## src/rtl/tick_timer_sched.sv

```systemverilog
// Shared-decrementer timeout scheduler: one TICK starts a sweep that visits one channel per clk,
// counting down armed channels and pulsing expire on terminal count.
module tick_timer_sched #(
    parameter int N = 4,
    parameter int W = 16,
    localparam int IW = (N > 1) ? $clog2(N) : 1
) (
    input  logic          clk,
    input  logic          rst,
    input  logic          tick,
    input  logic [N-1:0]  arm,
    input  logic [W-1:0]  load_val,
    input  logic [N-1:0]  cancel,
    output logic [N-1:0]  arm_ack,
    output logic [N-1:0]  active,
    output logic [N-1:0]  expire,
    output logic          busy,
    output logic          overrun,
    output logic          dbg_state,
    output logic [IW-1:0] dbg_idx
);

    // Handshake: arm[i] is a level request held until arm_ack[i] pulses for one clk; the
    // request is accepted in the clk it is sampled high and granted, cancel[i] masks it that clk.
    typedef enum logic {IDLE, SWEEP} state_t;

    state_t        state, state_n;
    logic [IW-1:0] idx, idx_n;
    logic          pending, pending_n;
    logic          overrun_n;
    logic [N-1:0]  req, gnt;
    logic [W-1:0]  cnt [N];

    assign req       = arm & ~cancel;
    assign busy      = (state == SWEEP);
    assign dbg_state = (state == SWEEP);
    assign dbg_idx   = idx;

    // Fixed priority: scanning downward lets the lowest requesting index win.
    always_comb begin
        gnt = '0;
        for (int i = N - 1; i >= 0; i--) begin
            if (req[i]) begin
                gnt    = '0;
                gnt[i] = 1'b1;
            end
        end
    end

    always_comb begin
        state_n   = state;
        idx_n     = idx;
        pending_n = pending;
        // A tick arriving while one is already buffered is always lost.
        overrun_n = overrun | (tick & pending);
        case (state)
            IDLE: begin
                if (pending || tick) begin
                    state_n   = SWEEP;
                    idx_n     = '0;
                    pending_n = 1'b0;
                end
            end
            SWEEP: begin
                if (idx == IW'(N - 1)) begin
                    idx_n = '0;
                    if (pending) begin
                        pending_n = 1'b0;
                    end else begin
                        state_n   = IDLE;
                        pending_n = tick;
                    end
                end else begin
                    idx_n = idx + 1'b1;
                    if (tick) pending_n = 1'b1;
                end
            end
            default: begin
                state_n = IDLE;
                idx_n   = '0;
            end
        endcase
    end

    always_ff @(posedge clk or posedge rst) begin
        if (rst) begin
            state   <= IDLE;
            idx     <= '0;
            pending <= 1'b0;
            overrun <= 1'b0;
        end else begin
            state   <= state_n;
            idx     <= idx_n;
            pending <= pending_n;
            overrun <= overrun_n;
        end
    end

    // Cancel beats arm beats the sweep step, so requester actions never race a decrement.
    always_ff @(posedge clk or posedge rst) begin
        if (rst) begin
            arm_ack <= '0;
            active  <= '0;
            expire  <= '0;
            for (int c = 0; c < N; c++) cnt[c] <= '0;
        end else begin
            arm_ack <= gnt;
            expire  <= '0;
            for (int c = 0; c < N; c++) begin
                if (cancel[c]) begin
                    cnt[c]    <= '0;
                    active[c] <= 1'b0;
                end else if (gnt[c]) begin
                    cnt[c]    <= load_val;
                    active[c] <= (load_val != '0);
                    expire[c] <= (load_val == '0);
                end else if (state == SWEEP && idx == IW'(c) && active[c]) begin
                    if (cnt[c] == W'(1)) begin
                        cnt[c]    <= '0;
                        active[c] <= 1'b0;
                        expire[c] <= 1'b1;
                    end else if (cnt[c] != '0) begin
                        cnt[c] <= cnt[c] - 1'b1;
                    end
                end
            end
        end
    end

endmodule

```

## config.mk

```make
export PLATFORM = sky130hd
export DESIGN_NAME = tick_timer_sched
export DESIGN_NICKNAME = d
export VERILOG_FILES = /design/src/rtl/tick_timer_sched.sv
export SDC_FILE = /design/constraint.sdc
export NUM_CORES = 1
export LEC_CHECK = 0
export CORE_UTILIZATION = 35
export CTS_CLUSTER_DIAMETER = 100
export CTS_CLUSTER_SIZE = 40
export DETAILED_ROUTE_END_ITERATION = 12
export MAX_ROUTING_LAYER = met4
export RECOVER_POWER = 50
export SLEW_MARGIN = 10
export SYNTH_ARGS = -nofsm -noshare
export SYNTH_HDL_FRONTEND = slang
export SYNTH_SLANG_ARGS = --single-unit
```

## constraint.sdc

```tcl
create_clock -name clk -period 6.4 [get_ports clk]
set_input_delay 1.6 -clock clk [delete_from_list [all_inputs] [get_ports clk]]
set_output_delay 1.6 -clock clk [all_outputs]
set_load 0.01 [all_outputs]
```

==> results of run 1 <==
## worst paths after layout
| path | endpoint | slack [ns] | from |
|---|---|---|---|
| min in group asynchronous | arm_ack[2]$_DFF_PP0_ | 2.41 | rst |
| hold / removal | overrun$_DFF_PP0_ | 0.46 | overrun$_DFF_PP0_ |
| setup / recovery | cnt[33]$_DFFE_PP0P_ | 1.75 | rst |
| hold reg to reg | overrun$_DFF_PP0_ | 0.46 | overrun$_DFF_PP0_ |
| setup reg to reg | cnt[28]$_DFFE_PP0P_ | 3.37 | cnt[28]$_DFFE_PP0P_ |
| max in group clk | cnt[28]$_DFFE_PP0P_ | 2.06 | arm[0] |
## layout make-up
cell class                      instances  area, sq um
Clock buffer                           11        242.7
Clock inverter                          5        55.05
Fill cell                            1504         8924
Inverter                               37        140.1
Multi-Input combinational cell        494         3262
Sequential cell                        81         2027
Tap cell                              211        264.0
Timing Repair Buffer                   47        456.7
## metrics by stage
| stage | hold slack [ns] | util |
|---|---|---|
| floorplan | 0.4571 | - |
| global placement | 0.4456 | 0.4001 |
| detailed placement | 0.4532 | 0.4001 |
| CTS | 0.4673 | 0.4195 |
| global route | 0.4789 | 0.4195 |
| finish | 0.4577 | 0.4195 |
## cell families after synthesis
| family | synth area share |
|---|---|
| muxes | 0.007409 |
| adders and majority gates | 0.03592 |
| AOI/OAI and AO/OA | 0.2701 |
| xor gates and xnor gates | 0.02043 |
| DFF | 0.3637 |
| buffers and inverters | 0.05164 |
| and+or+nand+nor | 0.2508 |
## critical path: stages
cell and delay (ns):
dlygate4sd3_1 0.55, clkinvlp_2 1.43, clkbuf_1 1.22
## synthesized netlist by cell type (6+ instances only)
cell type,n,share of area
dfrtp_1,81,0.36
nand2_1,59,0.040
nor2_1,49,0.033
inv_1,33,0.022
a21oi_1,31,0.028
nor3_1,30,0.027
clkbuf_1,25,0.017
nor4_1,25,0.028
o22ai_1,19,0.021
ha_1,16,0.036
nand4_1,15,0.017
o21ai_0,15,0.013
o31ai_1,15,0.020
nand3_1,13,0.012
xnor2_1,13,0.020
a22o_1,11,0.017
o2bb2ai_1,11,0.017
o41ai_1,10,0.016
o211ai_1,9,0.012
a22oi_1,8,0.011
a32oi_1,8,0.013
o21a_1,8,0.011
a211oi_1,7,0.0094
nor4b_1,7,0.011
or3_1,7,0.0079
and2_1,6,0.0067
and4_1,6,0.0094
or4_1,6,0.0081
## per-layer routing
layer	GRT usage	up-vias	part of all wire
li1	-	2555	-
met1	0.3166	2666	0.44
met2	0.3501	248	0.44
met3	0.04090	45	0.087
met4	0.1156	0	0.032
met5	-	-	0
## power by group through the flow
stage | clock network [W] | logic (W) | registers (W)
floorplan | 0 | 0.000764 | 0.000720
global placement | 0 | 0.000960 | 0.000765
detailed placement | 0 | 0.000978 | 0.000768
CTS | 0.000544 | 0.000984 | 0.000762
global route | 0.000563 | 0.00110 | 0.000784
finish | 0.000536 | 0.000996 | 0.000769
## state kept, by name, indices dropped and copies added (netlist names)
name	cells
dbg_idx	2
expire	4
cnt	64
busy	1
overrun	1
pending	1
active	4
arm_ack	4
==> Implementation_results.wiki, run 1 <==
{| class="wikitable"
! Metric !! Value
|-
| Status || finished, violations left
|-
| Violations in the final reports || max-capacitance violations, max-slew violations
|-
| Detailed-route via count || between 5,000 and 6,000
|-
| Antenna violations before repair || 0
|-
| Data required time of the worst path || approximately 6.6 ns
|-
| Post-Syn Nets || 690
|-
| Final slew viol count || between 80 and 90
|-
| Relative max-transition margin || -0.6846
|-
| Comb pwr share || 0.433
|-
| Most common cell after layout, fill and taps aside || dfrtp_1
|-
| Power dissipated by switching net loads || 0.0009601 W
|-
| Final worst path period share || 0.7260
|-
| Number of warnings issued by yosys || 0
|-
| Half-perimeter wire length after placement || 12,640 um
|-
| Number of non-filler instances in the completed layout || around 900
|-
| Effective utilization at floorplan || 0.3626
|-
| Setup repair after global routing missed its margin || no
|-
| Antenna diode count || 0
|-
| Total of hold buffers inserted after clock tree synthesis || 0
|-
| Tot GR Track Use || 0.2383
|-
| Port buffer count || between 40 and 50
|-
| Worst-path fanout max || 55
|-
| Portion of the post-synthesis area used by sequential elements || 0.3637
|-
| Total die area || ~0.016 sq mm
|-
| Category of the worst setup path launch point || input pin
|-
| Cell area after placement || 0.006150 sq mm
|-
| Slew of the pin with the lowest slew margin || around 2.5 ns
|-
| Number of placement rows || 45
|-
| Count of maximum capacitance violations || 2
|-
| Post-synthesis register bit count || 81
|-
| Clock latency on the worst-skew pair || between 0.3 and 0.4 ns
|-
| Synthesized netlist cell count || between 600 and 700
|-
| Worst-case setup margin in the final layout || about 1.8 ns
|-
| Clock sinks || between 80 and 90
|-
| Post-synthesis instance area || roughly 0.0056 sq mm
|-
| Post-route clock skew || around 0.0063 ns
|-
| Placed cells || 870
|-
| Clock-pin slew reported for the worst setup and hold paths after clock tree synthesis || ~0.06 ns
|-
| Switching fraction of total power || 0.4173
|-
| Number of buffers between clock root and the deepest sink || 2
|-
| Final setup fails || 0
|-
| Placer Congestion || between 0.9 and 1
|-
| Internal power of the cells || 0.001341 W
|-
| Final instance area || approximately 0.0064 sq mm
|-
| Fraction of layout instances using a drive strength above 1 || 0.05481
|-
| Total overflow reported by the global router || 0
|-
| DRC violation count after routing || 0
|-
| Number of cells traversed by the worst register-to-register path || 5
|-
| Sequential Power Share || 0.334
|-
| Core region area || 0.01537 sq mm
|-
| Crit end category || async pin
|-
| Pre-Repair DR Iteration Count || 5
|-
| Number of CTS-inserted buffers || 9
|-
| Average cell area after synthesis || about 8.6 sq um
|-
| Most frequent cells in the layout || dfrtp_1 (81), nand2_1 (59), nor2_1 (49), inv_1 (33), a21oi_1 (31)
|-
| CTS tree || done
|-
| Hold/Removal Path Class || reg2reg
|-
| Setup TNS after final layout || 0 ns
|-
| Root buffer cell || clkbuf_16
|-
| Global-route wire length before repair || a little under 30,000 um
|-
| Cell leakage power || around 2.6 nW
|-
| Number of synthesized flops with an enable pin || 0
|-
| Via count of the first global-routing pass || approximately 5,400
|-
| Worst setup timing slack at the placement stage || approximately 2 ns
|-
| Number of gates resized after CTS || 0
|-
| Pwr Density || 356.9 mW/mm^2
|-
| Async S/R FF share, synth || 1.000
|-
| Final number of hold-violating endpoints || 0
|-
| Detailed-route vias per instance || about 6.2
|-
| Power consumption || ~0.0023 W
|-
| Setup Crit Path Kind || in2async
|-
| Final #Nets || between 700 and 800
|-
| Layout overhead on the synthesized area || 15.69%
|-
| Final antenna-violating net count || 0
|-
| Number of cells on the worst hold path || 1
|-
| Maximum clock rate || between 200 and 250 MHz
|-
| Die span in x || approximately 130 um
|-
| Average wire per cell in the routed design || between 20 and 25 um
|-
| Most instantiated flip-flop cell in the synthesis netlist || dfrtp_1
|-
| H-tree levels || 3
|-
| Height of the chip || around 130 um
|-
| Buffers inserted during post-CTS setup optimization || 0
|-
| Arrival time reported for the critical path endpoint || about 4.8 ns
|-
| Proportion of power drawn by the clock network || 0.233
|-
| Worst vdd ir || about 0.00014 V
|-
| Largest net degree at the start of global routing || 56
|-
| Initial DRC Count || 600
|-
| Final routed wirelength across all metal layers || 18,270 um
|-
| Unique cell type count in the Yosys netlist || 73
|-
| Final worst path period need || 4.647 ns
|-
| # IOs || 44
|}
No activity file was read; power rests on OpenSTA's default activity.
==> inputs of run 2 (changes only) <==
==> constraint.sdc (replaced) <==
create_clock -name clk -period 3.84 [get_ports clk]
set_input_delay 0.96 -clock clk [delete_from_list [all_inputs] [get_ports clk]]
set_output_delay 0.96 -clock clk [all_outputs]
set_load 0.01 [all_outputs]
==> run 2 against run 1 <==
Against the previous run: the flow still finishes with violations (max-capacitance violations, max-slew violations); non-clock buffer count up 19; register-to-register slack worse by 2.2 ns; clock skew up 0.0013 ns; critical path depth up 5; die area unchanged; combinational power up 71%; total power up 67%; via count up 0.80%; flip-flop and latch count unchanged; critical endpoint is now cnt[30]$_DFFE_PP0P_.
==> Implementation_results.wiki, run 2 (synthesized netlist as in run 1, its figures left out) <==
{| class="wikitable"
! Metric !! Value
|-
| Setup repair after global routing missed its margin || no
|-
| Final number of hold-violating endpoints || 0 (unchanged)
|-
| Number of buffers between clock root and the deepest sink || 2 (unchanged)
|-
| CTS tree || done
|-
| Total overflow reported by the global router || 0 (unchanged)
|-
| DRC violation count after routing || 0 (unchanged)
|-
| Most frequent cells in the layout || dfrtp_1 (81), nand2_1 (59), nor2_1 (49), clkdlybuf4s50_1 (39), inv_1 (33)
|-
| Setup TNS after final layout || 0 ns (unchanged)
|-
| H-tree levels || 3 (unchanged)
|-
| Height of the chip || 128.2 um (unchanged)
|-
| Crit end category || register
|-
| Number of gates resized after CTS || 0 (unchanged)
|-
| Via count of the first global-routing pass || 5,355 (-0.37%)
|-
| Hold/Removal Path Class || reg2reg
|-
| Pwr Density || 581.1 mW/mm^2 (+63%)
|-
| Pre-Repair DR Iteration Count || 5 (unchanged)
|-
| Relative max-transition margin || -0.3218 (+0.3628)
|-
| Final worst path period share || 0.7954
|-
| Cells along the critical path || clkdlybuf4s50_1 > nand2b_1 > inv_1 > or3_1 > inv_2 > buf_4 > a22oi_1 > o31ai_1
|-
| Buffers inserted during post-CTS setup optimization || 0 (unchanged)
|-
| Number of placement rows || 45 (unchanged)
|-
| Final routed wirelength across all metal layers || 18,480 um (+1.2%)
|-
| Slew of the pin with the lowest slew margin || 1.972 ns (-0.5412 ns)
|-
| Final antenna-violating net count || 0 (unchanged)
|-
| Half-perimeter wire length after placement || 12,840 um (+1.6%)
|-
| Clock-pin slew reported for the worst setup and hold paths after clock tree synthesis || 0.06 ns (about the same)
|-
| Arrival time reported for the critical path endpoint || 3.31 ns (-1.52 ns)
|-
| Detailed-route vias per instance || 6.141 (-1.3%)
|-
| Reg2Reg Capture Point || cnt[40]$_DFFE_PP0P_
|-
| Largest net degree at the start of global routing || 43 (-23%)
|-
| Final #Nets || 732 (+2.7%)
|-
| Detailed-route via count || 5,558 (+0.80%)
|-
| Worst min-delay path endpoint || overrun$_DFF_PP0_
|-
| Global-route wire length before repair || 29,660 um (+1.3%)
|-
| Clock latency on the worst-skew pair || 0.35 ns (about the same)
|-
| Final setup fails || 0 (unchanged)
|-
| Number of cells traversed by the worst register-to-register path || 5 (unchanged)
|-
| Largest reg by FF count || cnt
|-
| Total of hold buffers inserted after clock tree synthesis || 0 (unchanged)
|-
| Number of CTS-inserted buffers || 9 (unchanged)
|-
| Post-route clock skew || 0.007602 ns (+0.001347 ns)
|-
| Worst vdd ir || 0.0002152 V (+56%)
|-
| Tot GR Track Use || 0.2422 (+0.003933)
|-
| Layout overhead on the synthesized area || 18.41%
|-
| Critical-path cell with the highest stage delay || clkdlybuf4s50_1
|-
| Setup slack, reg-to-reg || 1.14 ns (-2.23 ns)
|-
| Reg-to-Reg Start || cnt[38]$_DFFE_PP0P_
|-
| Hold wc startpoint || overrun$_DFF_PP0_
|-
| Effective utilization at floorplan || 0.3626 (unchanged)
|-
| Port buffer count || 43 (unchanged)
|-
| Die span in x || 128.2 um (unchanged)
|-
| Category of the worst setup path launch point || input pin
|-
| # IOs || 44 (unchanged)
|-
| Average wire per cell in the routed design || 20.42 um (-0.96%)
|-
| Cell leakage power || 2.656 nW (+3.4%)
|-
| Initial DRC Count || 710 (+18%)
|-
| Data required time of the worst path || 4.10 ns (-2.48 ns)
|-
| Max incr delay on CP || 0.55 ns (-0.88 ns)
|-
| Setup Crit Path Kind || in2reg
|-
| Total die area || 0.01643 sq mm (unchanged)
|-
| Placer Congestion || 0.9292 (-3.6%)
|-
| Core region area || 0.01537 sq mm (unchanged)
|-
| Maximum clock rate || between 300 and 400 MHz
|-
| Most common cell after layout, fill and taps aside || dfrtp_1
|-
| Clock sinks || 81 (unchanged)
|-
| Violations in the final reports || max-capacitance violations, max-slew violations
|-
| Status || finished, violations left
|-
| Antenna diode count || 0 (unchanged)
|-
| Number of cells on the worst hold path || 1 (unchanged)
|-
| Antenna violations before repair || 0 (unchanged)
|-
| Largest register FFs || 64 (unchanged)
|-
| Fraction of layout instances using a drive strength above 1 || 0.08069 (+0.02588)
|-
| Final slew viol count || 40 (-52%)
|-
| Count of maximum capacitance violations || 1 (-1)
|-
| Finished Core Util || 0.4293 (+0.009849)
|-
| Final worst path period need || 3.054 ns
|-
| Root buffer cell || clkbuf_16
|-
| Worst-path fanout max || 21 (-62%)
|}
## run 2: changes by cell type in the layout (fill, tap and decap cells not counted), sizes merged
| cell | delta |
|---|---|
| bufinv | -1 |
| clkdlybuf4s50 | +9 |
| clkinvlp | -2 |
| dlygate4sd3 | -9 |
| buf | +20 |
| clkbuf | +2 |
## run 2: worst max-delay path by stage
| stage | from | to | slack, ns |
|---|---|---|---|
| 2_1_floorplan | rst | active[0]$_DFFE_PP0P_ | 0.80 |
| 3_3_place_gp | load_val[15] | expire[3]$_DFF_PP0_ | 0.58 |
| 3_5_place_dp | arm[0] | cnt[2]$_DFFE_PP0P_ | 0.50 |
| 4_1_cts | arm[0] | cnt[2]$_DFFE_PP0P_ | 0.87 |
| 5_1_grt | arm[0] | cnt[24]$_DFFE_PP0P_ | 0.58 |
| 6_report | arm[0] | cnt[30]$_DFFE_PP0P_ | 0.79 |
## run 2: where the power goes
group | switching [W] | internal, W
Combinational | 0.000978 | 0.000720
Clock | 0.000365 | 0.000507
Sequential | 0.000246 | 0.00102
Total | 0.00159 | 0.00225
## run 2: per-stage QoR
stage | area [sq um] | hold slack, ns | cells | worst slack, ns | total power, W
6_report | 6599 | 0.4565 | 905 | 0.7857 | 0.003835
4_1_cts | 6599 | 0.4608 | 905 | 0.8711 | 0.003821
2_1_floorplan | 5573 | 0.4571 | 647 | 0.7999 | 0.002474
3_3_place_gp | 6305 | 0.4419 | 889 | 0.5806 | 0.002906
3_5_place_dp | 6305 | 0.4477 | 889 | 0.5004 | 0.002934
5_1_grt | 6599 | 0.4777 | 905 | 0.5788 | 0.004081
## run 2: cell type report
| class | count | area (sq um) |
|---|---|---|
| inverters | 37 | 140.1 |
| fillers | 1514 | 8772 |
| multi-input cells | 494 | 3258 |
| clock buffers | 14 | 284.0 |
| flip-flops and latches | 81 | 2027 |
| well taps | 211 | 264.0 |
| repair buffers | 66 | 615.6 |
| clock inverters | 2 | 10.01 |
## run 2: critical path: cells and delay by family
family | cells | cell delay, ns
AOI/OAI and AO/OA | 2 | 0.33
and+or+nand+nor | 2 | 0.65
buffers and inverters | 4 | 1.37
## run 2: metal layers
layer / GRT usage / part of all wire / up-vias
li1: - / - / 2592
met4: 0.1114 / 0.030 / 0
met1: 0.3186 / 0.44 / 2700
met3: 0.03715 / 0.075 / 32
met5: - / 0 / -
met2: 0.3660 / 0.46 / 234
==> inputs of run 3 (changes only) <==
==> constraint.sdc (replaced) <==
create_clock -name clk -period 3.16 [get_ports clk]
set_input_delay 0.79 -clock clk [delete_from_list [all_inputs] [get_ports clk]]
set_output_delay 0.79 -clock clk [all_outputs]
set_load 0.01 [all_outputs]
==> run 3 against run 2 <==
Against the previous run: the run now ends clean; core utilization is 1.0 points higher; worst hold slack barely moved; routed wire length grew 2.5%; clock skew grew 0.0032 ns; die area unchanged; final cell count rose by 2.4%; design area is 2.4% higher; worst setup slack lost 0.42 ns; global-route usage grew 1.1 points; critical endpoint is now cnt[51]$_DFFE_PP0P_.
==> Implementation_results.wiki, run 3 (synthesized netlist as in run 1, its figures left out) <==
{| class="wikitable"
! Metric !! Value
|-
| Antenna diode count || 0 (unchanged)
|-
| Total of hold buffers inserted after clock tree synthesis || 0 (unchanged)
|-
| Setup slack, reg-to-reg || 0.37 ns (-0.77 ns)
|-
| Port buffer count || 43 (unchanged)
|-
| Crit path buffers/inverters || 0 (-4)
|-
| DRC violation count after routing || 0 (unchanged)
|-
| Detailed-route via count || 5,717 (+2.9%)
|-
| Arrival time reported for the critical path endpoint || 3.02 ns (-0.29 ns)
|-
| Placer Congestion || 0.9386 (+1.0%)
|-
| Setup TNS after final layout || 0 ns (unchanged)
|-
| Setup Crit Path Kind || reg2reg
|-
| Total die area || 0.01643 sq mm (unchanged)
|-
| Root buffer cell || clkbuf_16
|-
| Largest net degree at the start of global routing || 48 (+12%)
|-
| CTS tree || done
|-
| Met3 track demand over resource in global routing || 0.04925 (+0.01210)
|-
| Status || finished, final reports clean
|-
| Tot GR Track Use || 0.2528 (+0.01051)
|-
| Reg-to-Reg Start || cnt[50]$_DFFE_PP0P_
|-
| Internal power of the cells || 0.002841 W (+27%)
|-
| Number of cells traversed by the worst register-to-register path || 5 (unchanged)
|-
| Number of non-filler instances in the completed layout || 927 (+2.4%)
|-
| Final instance area || 0.006758 sq mm (+2.4%)
|-
| Final routed wirelength across all metal layers || 18,940 um (+2.5%)
|-
| Sequential Power Share || 0.326 (-0.004)
|-
| Average wire per cell in the routed design || 20.43 um (about the same)
|-
| FILL cells || 1,491 (-1.5%)
|-
| Detailed-route vias per instance || 6.167 (+0.42%)
|-
| Final antenna-violating net count || 0 (unchanged)
|-
| Post-route clock skew || 0.01084 ns (+0.003241 ns)
|-
| Cells along the critical path || nor4_1 > nand3_1 > o21ai_1 > o22ai_1 > a221o_1
|-
| Reg area || 0.002027 sq mm (unchanged)
|-
| Effective utilization at floorplan || 0.3626 (unchanged)
|-
| Via count of the first global-routing pass || 5,391 (+0.67%)
|-
| H-tree levels || 3 (unchanged)
|-
| Most frequent cells in the layout || dfrtp_1 (81), nand2_1 (59), nor2_1 (49), buf_4 (43), clkdlybuf4s50_1 (40)
|-
| Antenna violations before repair || 0 (unchanged)
|-
| Largest register FFs || 64 (unchanged)
|-
| Fraction of layout instances using a drive strength above 1 || 0.1061 (+0.02545)
|-
| Core region area || 0.01537 sq mm (unchanged)
|-
| # IOs || 44 (unchanged)
|-
| Layout overhead on the synthesized area || 21.26%
|-
| Buffers inserted during post-CTS setup optimization || 0 (unchanged)
|-
| Die span in x || 128.2 um (unchanged)
|-
| Largest reg by FF count || cnt
|-
| Data required time of the worst path || 3.39 ns (-0.71 ns)
|-
| Cell area after placement || 0.006485 sq mm (+2.9%)
|-
| Final worst path period share || 0.8839
|-
| Relative max-transition margin || 0.03481 (+0.3566)
|-
| Placed cells || 913 (+2.7%)
|-
| Pwr Density || 705.9 mW/mm^2 (+21%)
|-
| Final slew viol count || 0 (-100%)
|-
| Pre-Repair DR Iteration Count || 5 (unchanged)
|-
| Height of the chip || 128.2 um (unchanged)
|-
| Number of CTS-inserted buffers || 9 (unchanged)
|-
| Met2 Use GR || 0.3466 (-0.01940)
|-
| Maximum clock rate || about 360 MHz
|-
| Cell leakage power || 2.751 nW (+3.6%)
|-
| Number of gates resized after CTS || 0 (unchanged)
|-
| Clock sinks || 81 (unchanged)
|-
| Switching fraction of total power || 0.4044 (-0.01001)
|-
| Most common cell after layout, fill and taps aside || dfrtp_1
|-
| Power dissipated by switching net loads || 0.001929 W (+21%)
|-
| Crit end category || register
|-
| Slew of the pin with the lowest slew margin || 1.448 ns (-0.5241 ns)
|-
| Worst min-delay path endpoint || overrun$_DFF_PP0_
|-
| Global-route wire length before repair || 30,570 um (+3.1%)
|-
| Final worst path period need || 2.793 ns
|-
| Initial DRC Count || 634 (-11%)
|-
| Comb pwr share || 0.443 (about the same)
|-
| Count of maximum capacitance violations || 0 (-1)
|-
| Proportion of power drawn by the clock network || 0.231 (+0.003)
|-
| Grt met1 use || 0.3482 (+0.02956)
|-
| Total overflow reported by the global router || 0 (unchanged)
|-
| Final number of hold-violating endpoints || 0 (unchanged)
|-
| Worst setup timing slack at the placement stage || 0.1686 ns (-0.3317 ns)
|-
| Final setup fails || 0 (unchanged)
|-
| Category of the worst setup path launch point || register
|-
| Hold/Removal Path Class || reg2reg
|-
| Clock-pin slew reported for the worst setup and hold paths after clock tree synthesis || 0.06 ns (about the same)
|-
| Worst-path fanout max || 17 (-19%)
|-
| Number of placement rows || 45 (unchanged)
|-
| Half-perimeter wire length after placement || 13,540 um (+5.5%)
|-
| Number of buffers between clock root and the deepest sink || 2 (unchanged)
|-
| First element of the critical path || cnt[50]$_DFFE_PP0P_
|-
| Number of cells on the worst hold path || 1 (unchanged)
|-
| Setup repair after global routing missed its margin || no
|-
| Critical-path cell with the highest stage delay || o21ai_1
|-
| Hold wc startpoint || overrun$_DFF_PP0_
|-
| Max incr delay on CP || 1.01 ns (+0.46 ns)
|-
| Layer with the highest usage after global routing || met1
|-
| Worst-case setup margin in the final layout || 0.3668 ns (-0.4189 ns)
|-
| Clock latency on the worst-skew pair || 0.36 ns (about the same)
|-
| Worst vdd ir || 0.0003229 V (+50%)
|-
| Reg2Reg Capture Point || cnt[51]$_DFFE_PP0P_
|-
| Final #Nets || 756 (+3.3%)
|-
| Kind of cell with the highest combined delay on the critical path || compound AO/OA/AOI/OAI gates
|-
| Footprint of the multi-input gates || 0.003258 sq mm (unchanged)
|}
run 3: cell count changes in the layout (fill, tap and decap cells not counted), sizes merged:
cell	delta
buf	+20
bufinv	+2
clkdlybuf4s50	+1
dlygate4sd3	-1
run 3: power by group through the flow:
stage                     clock [W]  combinational, W  sequential, W
after global routing        0.00117           0.00234        0.00159
after CTS                   0.00113           0.00209        0.00155
after global placement            0           0.00205        0.00155
after detailed placement          0           0.00208        0.00156
after floorplan                   0           0.00155        0.00146
final                       0.00110           0.00211        0.00156
run 3: final cells by class:
cell class	instances	area share
timing repair buffer	90	0.1139
sequential	81	0.2999
tap	211	0.03907
clock inverter	4	0.01037
clock buffer	10	0.03388
multi-input combinational	494	0.4821
inverter	37	0.02074
run 3: per-stage QoR:
stage / total power [W] / util / hold slack (ns)
after global placement: 0.003595 / 0.4219 / 0.4453
after floorplan: 0.003006 / - / 0.4571
after detailed placement: 0.003638 / 0.4219 / 0.4511
after CTS: 0.004769 / 0.4414 / 0.4639
after global routing: 0.005105 / 0.4396 / 0.5047
final: 0.004770 / 0.4396 / 0.4560
run 3: metal layers:
metal / up-vias / wire (um)
li1: 2655 / -
met1: 2741 / 8420
met2: 264 / 8250
met3: 57 / 1427
met4: 0 / 841
met5: - / 0
run 3: worst reg2reg max path: stages, from the launching register on:
cell and delay (ns):
dfrtp_1 0.42, nor4_1 0.44, nand3_1 0.22, o21ai_1 1.01
o22ai_1 0.23, a221o_1 0.35
run 3: how the worst max path moves through the flow:
stage | end | depth (start not counted)
floorplan | active[0]$_DFFE_PP0P_ | 1
global placement | cnt[27]$_DFFE_PP0P_ | 9
detailed placement | cnt[27]$_DFFE_PP0P_ | 9
CTS | cnt[51]$_DFFE_PP0P_ | 5
global route | cnt[51]$_DFFE_PP0P_ | 5
finish | cnt[51]$_DFFE_PP0P_ | 5
